==> config.mk <==
export PLATFORM = sky130hd
export DESIGN_NAME = param_lfsr
export DESIGN_NICKNAME = d
export VERILOG_FILES = /design/src/rtl/param_lfsr.sv
export SDC_FILE = /design/constraint.sdc
export NUM_CORES = 1
export LEC_CHECK = 0
export CAP_MARGIN = 20
export CORE_ASPECT_RATIO = 0.5
export CORE_MARGIN = 8
export CORE_UTILIZATION = 46
export CTS_CLUSTER_SIZE = 25
export DETAILED_ROUTE_END_ITERATION = 10
export PLACE_DENSITY = 0.84
export SYNTH_ARGS = -nofsm -noshare
export SYNTH_HDL_FRONTEND = slang
export SYNTH_SLANG_ARGS = --single-unit
==> constraint.sdc <==
create_clock -name clk -period 1.4 [get_ports clk]
set_clock_uncertainty 0.2 [all_clocks]
set_input_delay 0.42 -clock clk [delete_from_list [all_inputs] [get_ports clk]]
set_output_delay 0.42 -clock clk [all_outputs]
set_load 0.03 [all_outputs]
==> src/rtl/param_lfsr.sv <==
// param_lfsr: BLOCK_SIZE+1 bit Fibonacci LFSR used as a keystream source.
// The feedback is the XOR of the maximal-length tap set for the register
// width and enters at the LSB as the register shifts left. An all-zero state
// (which the XOR network could never leave) reloads SEED on the next edge.
module param_lfsr #(
  parameter int                  BLOCK_SIZE = 32,
  parameter logic [BLOCK_SIZE:0] SEED       = {{BLOCK_SIZE{1'b0}}, 1'b1}
) (
  input  logic                  clk,
  input  logic                  reset,
  input  logic                  enable,
  output logic [BLOCK_SIZE:0]   Y
);

  localparam int N = BLOCK_SIZE + 1;

  // One-hot mask for tap position p (positions are numbered 1..N).
  function automatic logic [63:0] tap_bit(input int p);
    tap_bit = 64'd1 << (p - 1);
  endfunction

  // Maximal-length tap sets (XAPP052) for every width 3..64.
  function automatic logic [63:0] tap_mask(input int n);
    case (n)
      3:  tap_mask = tap_bit(3)  | tap_bit(2);
      4:  tap_mask = tap_bit(4)  | tap_bit(3);
      5:  tap_mask = tap_bit(5)  | tap_bit(3);
      6:  tap_mask = tap_bit(6)  | tap_bit(5);
      7:  tap_mask = tap_bit(7)  | tap_bit(6);
      8:  tap_mask = tap_bit(8)  | tap_bit(6)  | tap_bit(5)  | tap_bit(4);
      9:  tap_mask = tap_bit(9)  | tap_bit(5);
      10: tap_mask = tap_bit(10) | tap_bit(7);
      11: tap_mask = tap_bit(11) | tap_bit(9);
      12: tap_mask = tap_bit(12) | tap_bit(6)  | tap_bit(4)  | tap_bit(1);
      13: tap_mask = tap_bit(13) | tap_bit(4)  | tap_bit(3)  | tap_bit(1);
      14: tap_mask = tap_bit(14) | tap_bit(5)  | tap_bit(3)  | tap_bit(1);
      15: tap_mask = tap_bit(15) | tap_bit(14);
      16: tap_mask = tap_bit(16) | tap_bit(15) | tap_bit(13) | tap_bit(4);
      17: tap_mask = tap_bit(17) | tap_bit(14);
      18: tap_mask = tap_bit(18) | tap_bit(11);
      19: tap_mask = tap_bit(19) | tap_bit(6)  | tap_bit(2)  | tap_bit(1);
      20: tap_mask = tap_bit(20) | tap_bit(17);
      21: tap_mask = tap_bit(21) | tap_bit(19);
      22: tap_mask = tap_bit(22) | tap_bit(21);
      23: tap_mask = tap_bit(23) | tap_bit(18);
      24: tap_mask = tap_bit(24) | tap_bit(23) | tap_bit(22) | tap_bit(17);
      25: tap_mask = tap_bit(25) | tap_bit(22);
      26: tap_mask = tap_bit(26) | tap_bit(6)  | tap_bit(2)  | tap_bit(1);
      27: tap_mask = tap_bit(27) | tap_bit(5)  | tap_bit(2)  | tap_bit(1);
      28: tap_mask = tap_bit(28) | tap_bit(25);
      29: tap_mask = tap_bit(29) | tap_bit(27);
      30: tap_mask = tap_bit(30) | tap_bit(6)  | tap_bit(4)  | tap_bit(1);
      31: tap_mask = tap_bit(31) | tap_bit(28);
      32: tap_mask = tap_bit(32) | tap_bit(22) | tap_bit(2)  | tap_bit(1);
      33: tap_mask = tap_bit(33) | tap_bit(20);
      34: tap_mask = tap_bit(34) | tap_bit(27) | tap_bit(2)  | tap_bit(1);
      35: tap_mask = tap_bit(35) | tap_bit(33);
      36: tap_mask = tap_bit(36) | tap_bit(25);
      37: tap_mask = tap_bit(37) | tap_bit(5)  | tap_bit(4)  | tap_bit(3) | tap_bit(2) | tap_bit(1);
      38: tap_mask = tap_bit(38) | tap_bit(6)  | tap_bit(5)  | tap_bit(1);
      39: tap_mask = tap_bit(39) | tap_bit(35);
      40: tap_mask = tap_bit(40) | tap_bit(38) | tap_bit(21) | tap_bit(19);
      41: tap_mask = tap_bit(41) | tap_bit(38);
      42: tap_mask = tap_bit(42) | tap_bit(41) | tap_bit(20) | tap_bit(19);
      43: tap_mask = tap_bit(43) | tap_bit(42) | tap_bit(38) | tap_bit(37);
      44: tap_mask = tap_bit(44) | tap_bit(43) | tap_bit(18) | tap_bit(17);
      45: tap_mask = tap_bit(45) | tap_bit(44) | tap_bit(42) | tap_bit(41);
      46: tap_mask = tap_bit(46) | tap_bit(45) | tap_bit(26) | tap_bit(25);
      47: tap_mask = tap_bit(47) | tap_bit(42);
      48: tap_mask = tap_bit(48) | tap_bit(47) | tap_bit(21) | tap_bit(20);
      49: tap_mask = tap_bit(49) | tap_bit(40);
      50: tap_mask = tap_bit(50) | tap_bit(49) | tap_bit(24) | tap_bit(23);
      51: tap_mask = tap_bit(51) | tap_bit(50) | tap_bit(36) | tap_bit(35);
      52: tap_mask = tap_bit(52) | tap_bit(49);
      53: tap_mask = tap_bit(53) | tap_bit(52) | tap_bit(38) | tap_bit(37);
      54: tap_mask = tap_bit(54) | tap_bit(53) | tap_bit(18) | tap_bit(17);
      55: tap_mask = tap_bit(55) | tap_bit(31);
      56: tap_mask = tap_bit(56) | tap_bit(55) | tap_bit(35) | tap_bit(34);
      57: tap_mask = tap_bit(57) | tap_bit(50);
      58: tap_mask = tap_bit(58) | tap_bit(39);
      59: tap_mask = tap_bit(59) | tap_bit(58) | tap_bit(38) | tap_bit(37);
      60: tap_mask = tap_bit(60) | tap_bit(59);
      61: tap_mask = tap_bit(61) | tap_bit(60) | tap_bit(46) | tap_bit(45);
      62: tap_mask = tap_bit(62) | tap_bit(61) | tap_bit(6)  | tap_bit(5);
      63: tap_mask = tap_bit(63) | tap_bit(62);
      64: tap_mask = tap_bit(64) | tap_bit(63) | tap_bit(61) | tap_bit(60);
      default: tap_mask = '0;
    endcase
  endfunction

  localparam logic [63:0]  TAP_MASK_FULL = tap_mask(N);
  localparam logic [N-1:0] TAP_MASK      = TAP_MASK_FULL[N-1:0];

  // Refuse to elaborate an unsupported width or a seed that would lock up.
  if (BLOCK_SIZE < 2 || BLOCK_SIZE > 63) begin : g_bad_block_size
    $error("param_lfsr: BLOCK_SIZE=%0d is outside the legal range 2..63", BLOCK_SIZE);
  end
  if (SEED == '0) begin : g_bad_seed
    $error("param_lfsr: SEED must be non-zero");
  end

  logic [N-1:0] y_q;
  logic [N-1:0] y_d;
  logic         fb;

  // Next state: zero-lock recovery beats enable; otherwise step or hold.
  always_comb begin
    y_d = y_q;
    fb  = ^(y_q & TAP_MASK);
    if (y_q == '0) begin
      y_d = SEED;
    end else if (enable) begin
      y_d = {y_q[N-2:0], fb};
    end
  end

  // State register with synchronous active-low reset to SEED.
  always_ff @(posedge clk) begin
    if (!reset) begin
      y_q <= SEED;
    end else begin
      y_q <= y_d;
    end
  end

  assign Y = y_q;

endmodule

* After elaboration in Yosys (flattened, before gate mapping)
Cells that the tools add are included.
** Word-level totals
- Register bits :: 33
- Input port bits :: 3
- Output and inout bits :: 33
- Word-level logic and storage cells :: 5
** Cells by class
- Bitwise logic cells :: 1
- Reductions and logical operators :: 3
** Operators by type and width (count)
- zero test 33 bit :: 1
- parity 33 bit :: 1
- OR reduction 2 bit :: 1
- inverter 1 bit :: 1

* Logic depth before layout (Yosys ltp)
Gate-level depths: netlist of run 1.
- Depth after elaboration :: 2
- Depth in mapped cells :: 4
- Depth with buffers taken out :: 3

* Least setup slack after synthesis of run 1
OpenSTA, ideal clock, no wires.
- Path type :: in2reg
- From :: input enable
- To :: register y_q[0], in the netlist Y[0]
- Setup time :: 0.127 ns
- Arrival time :: 0.979 ns
- Data required time :: 1.073 ns
- Slack :: 0.093 ns
- Stages :: 4
- Path buffers :: 2
- Cell sequence :: buf_4 buf_6 a211oi_1 o31ai_1
** RTL lines
- from (decl) :: RTL line 11 : input logic enable,
- to (signal assigned) :: RTL line 122 : y_q <= y_d;
- to (decl) :: RTL line 102 : logic [N-1:0] y_q;

* Worst setup path in the final report of run 1
- From :: register y_q[19], in the netlist Y[19]
- To :: register y_q[0], in the netlist Y[0]
** On the way
- Word-level cells in the longest chain between the ends :: 2
- Elaborated cells on any way between the ends :: 3
- Those cells by class :: reduce/logical: 3
** RTL lines
- zero test 33 bit :: RTL line 110 : if (y_q == '0) begin
- OR reduction 2 bit (no line)
Several ways; a longest one is shown, not always the timed one.
A chain may end at the register's enable or synchronous reset.

==> results.toml, run 1 <==
[setup_path]
cp-start-kind = "flip-flop"
r2r-end = "Y[0]"
worstSetupEndpoint = "Y[0]"
r2r_setup_slack_ns = -0.12
crit_path_start = "Y[19]"
reg2reg_from = "Y[19]"
critPathCaptureType = "flip-flop"
path_class = "flip-flop to flip-flop"
r2r_cells = 3
crit_fanout = 5
arrival_ns = 1.50
worst_ep_required_time_ns = 1.38

[synth]
synth_edf_count = 0
synth.area.top_cells = "dfxtp_1, mux2i_1, nor2_1"
netlist.area_leader.share_pct = 52.23
async_reset_ff_share_pct = 0
synth_compound_area_share_pct = 1.187
synth_xor_area_share_pct = 0.6924
ys_seq_area_share_pct = 52.23
synth_area_per_cell_um2 = 10.54
yosys.area_share.simple_pct = 16.72
synth_ff_type = "dfxtp_1"
synthMuxAreaShare_pct = 25.32
synth_top_cell_by_area = "dfxtp_1"
yosysWarningCount = 0
ys_ff_latch = 33
netlist_area_mm2 = 0.001265
syn_nets = 123
ys_types = 15
yosys.area_share.adder_pct = 0
synth_top_family_by_area = "multiplexers"
netlist_instances = 120

[worst_hold_path]
holdPathStages = 2
hold_path_class = "flip-flop to flip-flop"

[pwr]
internal_power_uw = 1345
leakage_uw = 0.0009998
switching_share_pct = 24.85
p_switching_uw = 444.9
powerDensity_mw_per_mm2 = 854.7
ir_worst_vdd_v = 0.0007208
p_comb_share_pct = 9.0
clockPowerShare_pct = 39.3
p_seq_share_pct = 51.7

[timing]
timing.final.crit_period_ns = 1.520
rsz0062_at_grt = "true"
fin_crit_sh_pct = 108.5
worst_pin_slew_ns = 0.3045
fin_hold_ws_ns = 0.3331
setup_ws_ns = -0.1195
finalSetupViolations = 15
fmax_mhz = 658.1
hold_viol = 0
maxSlewHeadroom_pct = 79.53
setup-tns-final_ns = -0.4048
slew_viol_final = 0

[floorplan]
die_y_um = 53.08
initial_utilization_pct = 48.61
num_rows = 13
core_area_mm2 = 0.002603
dieArea_mm2 = 0.004786
io_pins = 36
die_w_um = 90.16

[place]
dpl_cell_area_mm2 = 0.001607
place_congestion = 0.6983
pre_cts_ws_ns = -0.1870
hpwlAfterDp_um = 2059
port_buffers = 35

[route]
routedWlPerCell_um = 18.15
routed_wl_um = 4084
final_antenna_net_count = 0
drtPass1Iterations = 4
vias = 1135
drc = 0
viasPerCell = 5.044
first_iter_violations = 52

[clock_tree]
cts.sinks = 33
clkLatencyLatePin_ns = 0.30
clkTransAtPathRegs_ns = 0.07
cts_tree = "built"
cts_buffers = 5
clk_path_buf_depth = 2
htreeDepth = 2
cts_hold_buf = 0
cts_root_buffer = "clkbuf_8"

[layout]
largest_reg_flops = 33
drive_above_1_share_pct = 57.45
diodes = 0
layout.nets = 190
regArea_um2 = 747.0
syn_to_final_growth_pct = 65.58
design_area_mm2 = 0.002095
multi_input_area_um2 = 561.8
nFillCells = 137

[grt]
grt_pass1_wl_um = 6106
grt_pass1_vias = 1195
antenna_found_initial = 0
grt_usage_pct = 16.51
grt_overflow = 0
grt_start_max_net_pins = 16

[outcome]
violations = "negative setup slack"
status = "finished with violations"

[run]
cap_violations = 0
per-stage QoR:
stage          instances  utilization [%]  power [uW]
2_1_floorplan        120                -        1063
3_3_place_gp         192            61.73        1108
5_1_grt              225            80.48        1855
3_5_place_dp         192            61.73        1108
6_report             225            80.48        1790
4_1_cts              223            78.89        1774
cell usage after synthesis, types with 2 or more instances:
| cell | n |
|---|---|
| dfxtp_1 | 33 |
| nor2_1 | 33 |
| mux2i_1 | 32 |
| nor4_1 | 4 |
| buf_4 | 3 |
| clkbuf_1 | 3 |
| nor4_2 | 3 |
| nand4_1 | 2 |
power groups by stage:
stage,Combinational [uW],Clock [uW],Sequential [uW]
5_1_grt,166,763,926
2_1_floorplan,73.3,0,990
3_5_place_dp,134,0,974
3_3_place_gp,133,0,974
6_report,161,704,926
4_1_cts,150,688,936
cells in the final DEF (no fill, tap or decap):
| master | synthesis | final |
|---|---|---|
| buf_6 | 1 | 34 |
| dfxtp_4 | 0 | 18 |
| nor2b_1 | 1 | 1 |
| buf_4 | 3 | 29 |
| clkbuf_8 | 0 | 5 |
| clkbuf_1 | 3 | 3 |
| a211oi_1 | 1 | 1 |
| or3_1 | 1 | 1 |
| mux2i_1 | 32 | 32 |
| buf_12 | 0 | 2 |
| buf_2 | 0 | 1 |
| inv_1 | 1 | 1 |
| o31ai_1 | 1 | 1 |
| clkdlybuf4s50_1 | 0 | 1 |
| nor2_1 | 33 | 33 |
| nor4_1 | 4 | 3 |
| xor2_1 | 1 | 1 |
| dfxtp_2 | 0 | 15 |
| nand4_1 | 2 | 2 |
| nor4_2 | 3 | 4 |
how the worst min path moves through the flow:
| stage | endpoint | start |
|---|---|---|
| 2_1_floorplan | Y[28] | reset |
| 3_3_place_gp | Y[12] | Y[12] |
| 3_5_place_dp | Y[13] | Y[13] |
| 4_1_cts | Y[13] | Y[13] |
| 5_1_grt | Y[13] | Y[12] |
| 6_report | Y[13] | Y[13] |
cells by family (layout without fill, tap and decap cells):
family,after synthesis,in the layout
compound gates,2,2
flops,33,33
simple gates,44,44
buf+inv,8,76
mux,32,32
xor+xnor,1,1
layer usage:
| metal | vias to the layer above | routed length (um) | global-route usage [%] |
|---|---|---|---|
| met5 | - | 0 | 0 |
| met4 | 0 | 77 | 8.992 |
| met1 | 542 | 1766 | 18.06 |
| li1 | 542 | - | - |
| met3 | 9 | 201 | 6.056 |
| met2 | 42 | 2038 | 28.45 |
worst max-delay path: stages, from the launching register on:
cell and delay, ns:
dfxtp_4 0.38, nor4_1 0.31, nand4_1 0.18, o31ai_1 0.33
area by class of cell:
class                      count  area share, %
inverter                       1         0.1792
sequential                    33          35.66
timing repair buffer          67          31.30
tap                           37          2.210
clock buffer                   8          3.823
multi-input combinational     79          26.82
repair_timing:
action / in CTS / in global routing
pin swaps: 0 / 1
resized for setup: 77 / 9
setup buffers: 23 / 2
setup endpoints to repair: 34 / 33
Note: power is estimated with default switching activity, not from simulation.
==> run 2, diff against run 1 <==
clock period = 1.7 ns   (was 1.4 ns; I/O delays follow)
==> run 2 against run 1 <==
Effect of this change: the run now ends clean; register-to-register slack improved by 0.47 ns; sequential share of layout area increased by 3.7 points; die area unchanged; total power decreased by 19%; count of clock-buffer cells in the layout unchanged; critical path depth decreased by 2; combinational power shrank 34%; routed wire length shrank 33%; highest routed layer unchanged.
==> results.toml, run 2 (same netlist as run 1, synthesis figures left out) <==
[setup_path]
worst_ep_required_time_ns = 0.99
cp-start-kind = "flip-flop"
path_buf_inv = 1
path_class = "flip-flop to primary output"
path_cells = "buf_4"
slowest_stage = "dfxtp_1"
arrival_ns = 0.91
cp_top_family = "flip-flops"
cpPeakStageDelay_ns = 0.43
r2r_setup_slack_ns = 0.35
critPathCaptureType = "primary output"
crit_fanout = 5

[grt]
antenna_found_initial = 0
grt_usage_pct = 11.75
grt_overflow = 0
grt_pass1_wl_um = 4443
grt_start_max_net_pins = 16
grt_pass1_vias = 903

[pwr]
p_comb_share_pct = 7.3
leakage_uw = 0.0008120
p_seq_share_pct = 54.4
internal_power_uw = 1119
p_switching_uw = 327.6
powerDensity_mw_per_mm2 = 861.4
clockPowerShare_pct = 38.3
switching_share_pct = 22.65
ir_worst_vdd_v = 0.0005058

[layout]
design_area_mm2 = 0.001679
drive_above_1_share_pct = 29.63
final_cells = 199
largest_reg_flops = 33
nFillCells = 220
syn_to_final_growth_pct = 32.74
layout.nets = 164
layout_commonest_cell = "buf_4"
final_cell_mix = "buf_4, dfxtp_1, nor2_1"
diodes = 0

[route]
first_iter_violations = 43
drtPass1Iterations = 4
routedWlPerCell_um = 13.85
routed_wl_um = 2756
viasPerCell = 4.930
vias = 981
final_antenna_net_count = 0
drc = 0

[place]
dp.cells = 191
dpl_cell_area_mm2 = 0.001599
port_buffers = 35
hpwlAfterDp_um = 1987
place_congestion = 0.6912

[clock_tree]
htreeDepth = 2
cts_buffers = 5
cts_hold_buf = 0
cts_root_buffer = "clkbuf_8"
cts.sinks = 33
clk_path_buf_depth = 2
clkTransAtPathRegs_ns = 0.06
cts_resized = 0
cts_tree = "built"
clkLatencyLatePin_ns = 0.28
cts_setup_buffers = 0

[timing]
rsz0062_at_grt = "false"
timing.final.crit_period_ns = 1.618
setup-tns-final_ns = 0
maxSlewHeadroom_pct = 77.77
fmax_mhz = 618.2
fin_crit_sh_pct = 95.15
hold_viol = 0
worst_pin_slew_ns = 0.3305
finalSetupViolations = 0
slew_viol_final = 0

[floorplan]
num_rows = 13
initial_utilization_pct = 48.61
core_area_mm2 = 0.002603
die_y_um = 53.08
dieArea_mm2 = 0.004786
io_pins = 36
die_w_um = 90.16

[outcome]
status = "finished clean"

[worst_hold_path]
hold_path_class = "flip-flop to flip-flop"

[run]
cap_violations = 0
[run 2: power by group through the flow]
stage	combinational (uW)	sequential [uW]	clock [uW]
after global placement	105	804	0
after global routing	112	787	614
after floorplan	60.4	815	0
final	106	787	554
after CTS	107	786	568
after detailed placement	106	804	0
[run 2: worst paths after layout]
| check | startpoint | to | cells after the start |
|---|---|---|---|
| worst max register to register | Y[0] | Y[0] | 3 |
| worst max-delay path | Y[19] | Y[19] | 1 |
| worst min-delay path | Y[12] | Y[12] | 2 |
| worst min register to register | Y[12] | Y[12] | 2 |
[run 2: metrics by stage]
| step | setup WS, ns | total power [uW] | hold slack (ns) | util [%] |
|---|---|---|---|---|
| 6_report | 0.08242 | 1446 | 0.3433 | 64.52 |
| 5_1_grt | 0.03611 | 1512 | 0.3707 | 64.52 |
| 4_1_cts | 0.07576 | 1461 | 0.3506 | 64.52 |
| 3_5_place_dp | 0.05605 | 909.9 | 0.3399 | 61.44 |
| 3_3_place_gp | 0.08335 | 909.1 | 0.3274 | 61.44 |
| 2_1_floorplan | 0.3033 | 875.4 | 0.4521 | - |
[run 2: layout make-up]
cell class              count  area (um^2)  share of cell area [%]
clock buffers               8        80.08                   4.769
flip-flops and latches     33        660.6                   39.34
inverters                   1        3.754                  0.2235
repair buffers             41        332.8                   19.82
well taps                  37        46.29                   2.757
multi-input cells          79        555.5                   33.08
[run 2: layer usage]
layer | track usage (%) | part of all wire, %
met5 | 0 | 0
met4 | 7.357 | 1.9
met3 | 3.803 | 3.2
met2 | 18.16 | 45
met1 | 14.27 | 50
==> run 3, diff against run 2 <==
--- a/config.mk
+++ b/config.mk
@@ -10,6 +10,6 @@
 export CORE_MARGIN = 8
-export CORE_UTILIZATION = 46
-export CTS_CLUSTER_SIZE = 25
+export CORE_UTILIZATION = 40
+export CTS_CLUSTER_SIZE = 40
 export DETAILED_ROUTE_END_ITERATION = 10
-export PLACE_DENSITY = 0.84
+export PLACE_DENSITY = 0.75
 export SYNTH_ARGS = -nofsm -noshare
==> constraint.sdc (replaced) <==
create_clock -name clk -period 1.7 [get_ports clk]
set_clock_uncertainty 0.2 [all_clocks]
set_input_delay 0.255 -clock clk [delete_from_list [all_inputs] [get_ports clk]]
set_output_delay 0.255 -clock clk [all_outputs]
set_load 0.03 [all_outputs]
==> run 3 against run 2 <==
Effect of this change: critical endpoint is now Y[32]; critical path depth stayed put; non-clock buffer count is 4 higher; count of clock-buffer cells in the layout is 1 lower; die area is 11% higher; sequential cell count stayed put; largest cell class unchanged.
==> results.toml, run 3 (same netlist as run 1, synthesis figures left out) <==
[setup_path]
critPathCaptureType = "primary output"
arrival_ns = 1.10
cp_top_family = "buffers and inverters"
path_cells = "dlygate4sd2_1"
worst_ep_required_time_ns = 1.24
reg2reg_from = "Y[9]"
crit_path_start = "Y[32]"
path_buf_inv = 1
crit_fanout = 4
slowest_stage = "dlygate4sd2_1"
path_class = "flip-flop to primary output"
cpPeakStageDelay_ns = 0.43
cp-start-kind = "flip-flop"

[timing]
timing.final.crit_period_ns = 1.553
rsz0062_at_grt = "false"
maxSlewHeadroom_pct = 75.38
fin_crit_sh_pct = 91.37
slew_viol_final = 0
worst_pin_slew_ns = 0.3659
setup-tns-final_ns = 0
finalSetupViolations = 0
hold_viol = 0
fmax_mhz = 643.8

[layout]
largest_reg_flops = 33
layout.nets = 168
design_area_mm2 = 0.001760
fin_util_pct = 58.43
drive_above_1_share_pct = 12.12
syn_to_final_growth_pct = 39.17
final_cell_mix = "dfxtp_1, nor2_1, dlygate4sd2_1"
diodes = 0

[floorplan]
num_rows = 14
dieArea_mm2 = 0.005327
die_y_um = 55.77
die_w_um = 95.53
initial_utilization_pct = 41.99
io_pins = 36
core_area_mm2 = 0.003013

[grt]
antenna_found_initial = 0
grt_pass1_wl_um = 4802
grt_start_max_net_pins = 24
grt_usage_pct = 11.30
grt_overflow = 0
grt_pass1_vias = 1002

[route]
first_iter_violations = 25
viasPerCell = 4.849
final_antenna_net_count = 0
vias = 994
routedWlPerCell_um = 14.32
drtPass1Iterations = 4
routed_wl_um = 2936
drc = 0

[place]
dpl_cell_area_mm2 = 0.001715
hpwlAfterDp_um = 2104
port_buffers = 35
place_congestion = 0.6541

[pwr]
p_seq_share_pct = 53.5
switching_share_pct = 22.05
clockPowerShare_pct = 39.5
powerDensity_mw_per_mm2 = 834.8
p_switching_uw = 324.0
p_comb_share_pct = 7.0
leakage_uw = 0.0009265
ir_worst_vdd_v = 0.0004196
internal_power_uw = 1146

[worst_hold_path]
hold_path_class = "input pin to flip-flop"
hp-start = "enable"

[clock_tree]
cts_tree = "built"
cts_setup_buffers = 0
cts_buffers = 5
htreeDepth = 2
cts_hold_buf = 0
clk_path_buf_depth = 2
cts_root_buffer = "clkbuf_8"
cts.sinks = 33
clkTransAtPathRegs_ns = 0.06
cts_resized = 33
clkLatencyLatePin_ns = 0.28

[outcome]
status = "finished clean"

[run]
cap_violations = 0
-- run 3: final timing paths --
path / endpoint / cells after the start / slack (ns)
worst max-delay path: Y[32] / 1 / 0.15
worst min-delay path: Y[27] / 3 / 0.22
worst max register to register: Y[0] / 4 / 0.29
worst min register to register: Y[12] / 2 / 0.34
-- run 3: final cells by class --
class	count	area (um^2)
multi-input combinational	79	555.5
clock buffer	7	86.33
inverter	1	3.754
sequential	33	660.6
tap	40	50.05
timing repair buffer	45	404.1
fill	280	1252
-- run 3: worst register-to-register path, delay by kind of cell (launching register included) --
family,cells,cell delay (ns)
compound gates,1,0.24
flops,1,0.32
buf+inv,1,0.14
simple gates,2,0.44
-- run 3: through the flow --
step | instances | setup WS (ns) | power [uW] | hold slack [ns]
after floorplan | 120 | 0.4040 | 875.4 | 0.2365
after global placement | 198 | 0.1703 | 910.0 | 0.3259
after detailed placement | 198 | 0.1570 | 911.3 | 0.3359
after CTS | 205 | 0.1268 | 1483 | 0.2150
after global routing | 205 | 0.09377 | 1523 | 0.2361
final | 205 | 0.1467 | 1470 | 0.2159
-- run 3: power groups by stage --
stage | sequential (uW) | combinational, uW | clock [uW]
3_3_place_gp | 804 | 106 | 0
5_1_grt | 787 | 109 | 627
4_1_cts | 787 | 103 | 593
3_5_place_dp | 804 | 107 | 0
6_report | 786 | 102 | 581
2_1_floorplan | 815 | 60.4 | 0
-- run 3: layer usage --
metal | vias up | wire, um | GRT usage, %
met5 | - | 0 | 0
met4 | 0 | 27 | 4.555
met3 | 2 | 103 | 3.634
met2 | 15 | 1397 | 18.25
met1 | 481 | 1407 | 13.43
li1 | 496 | - | -
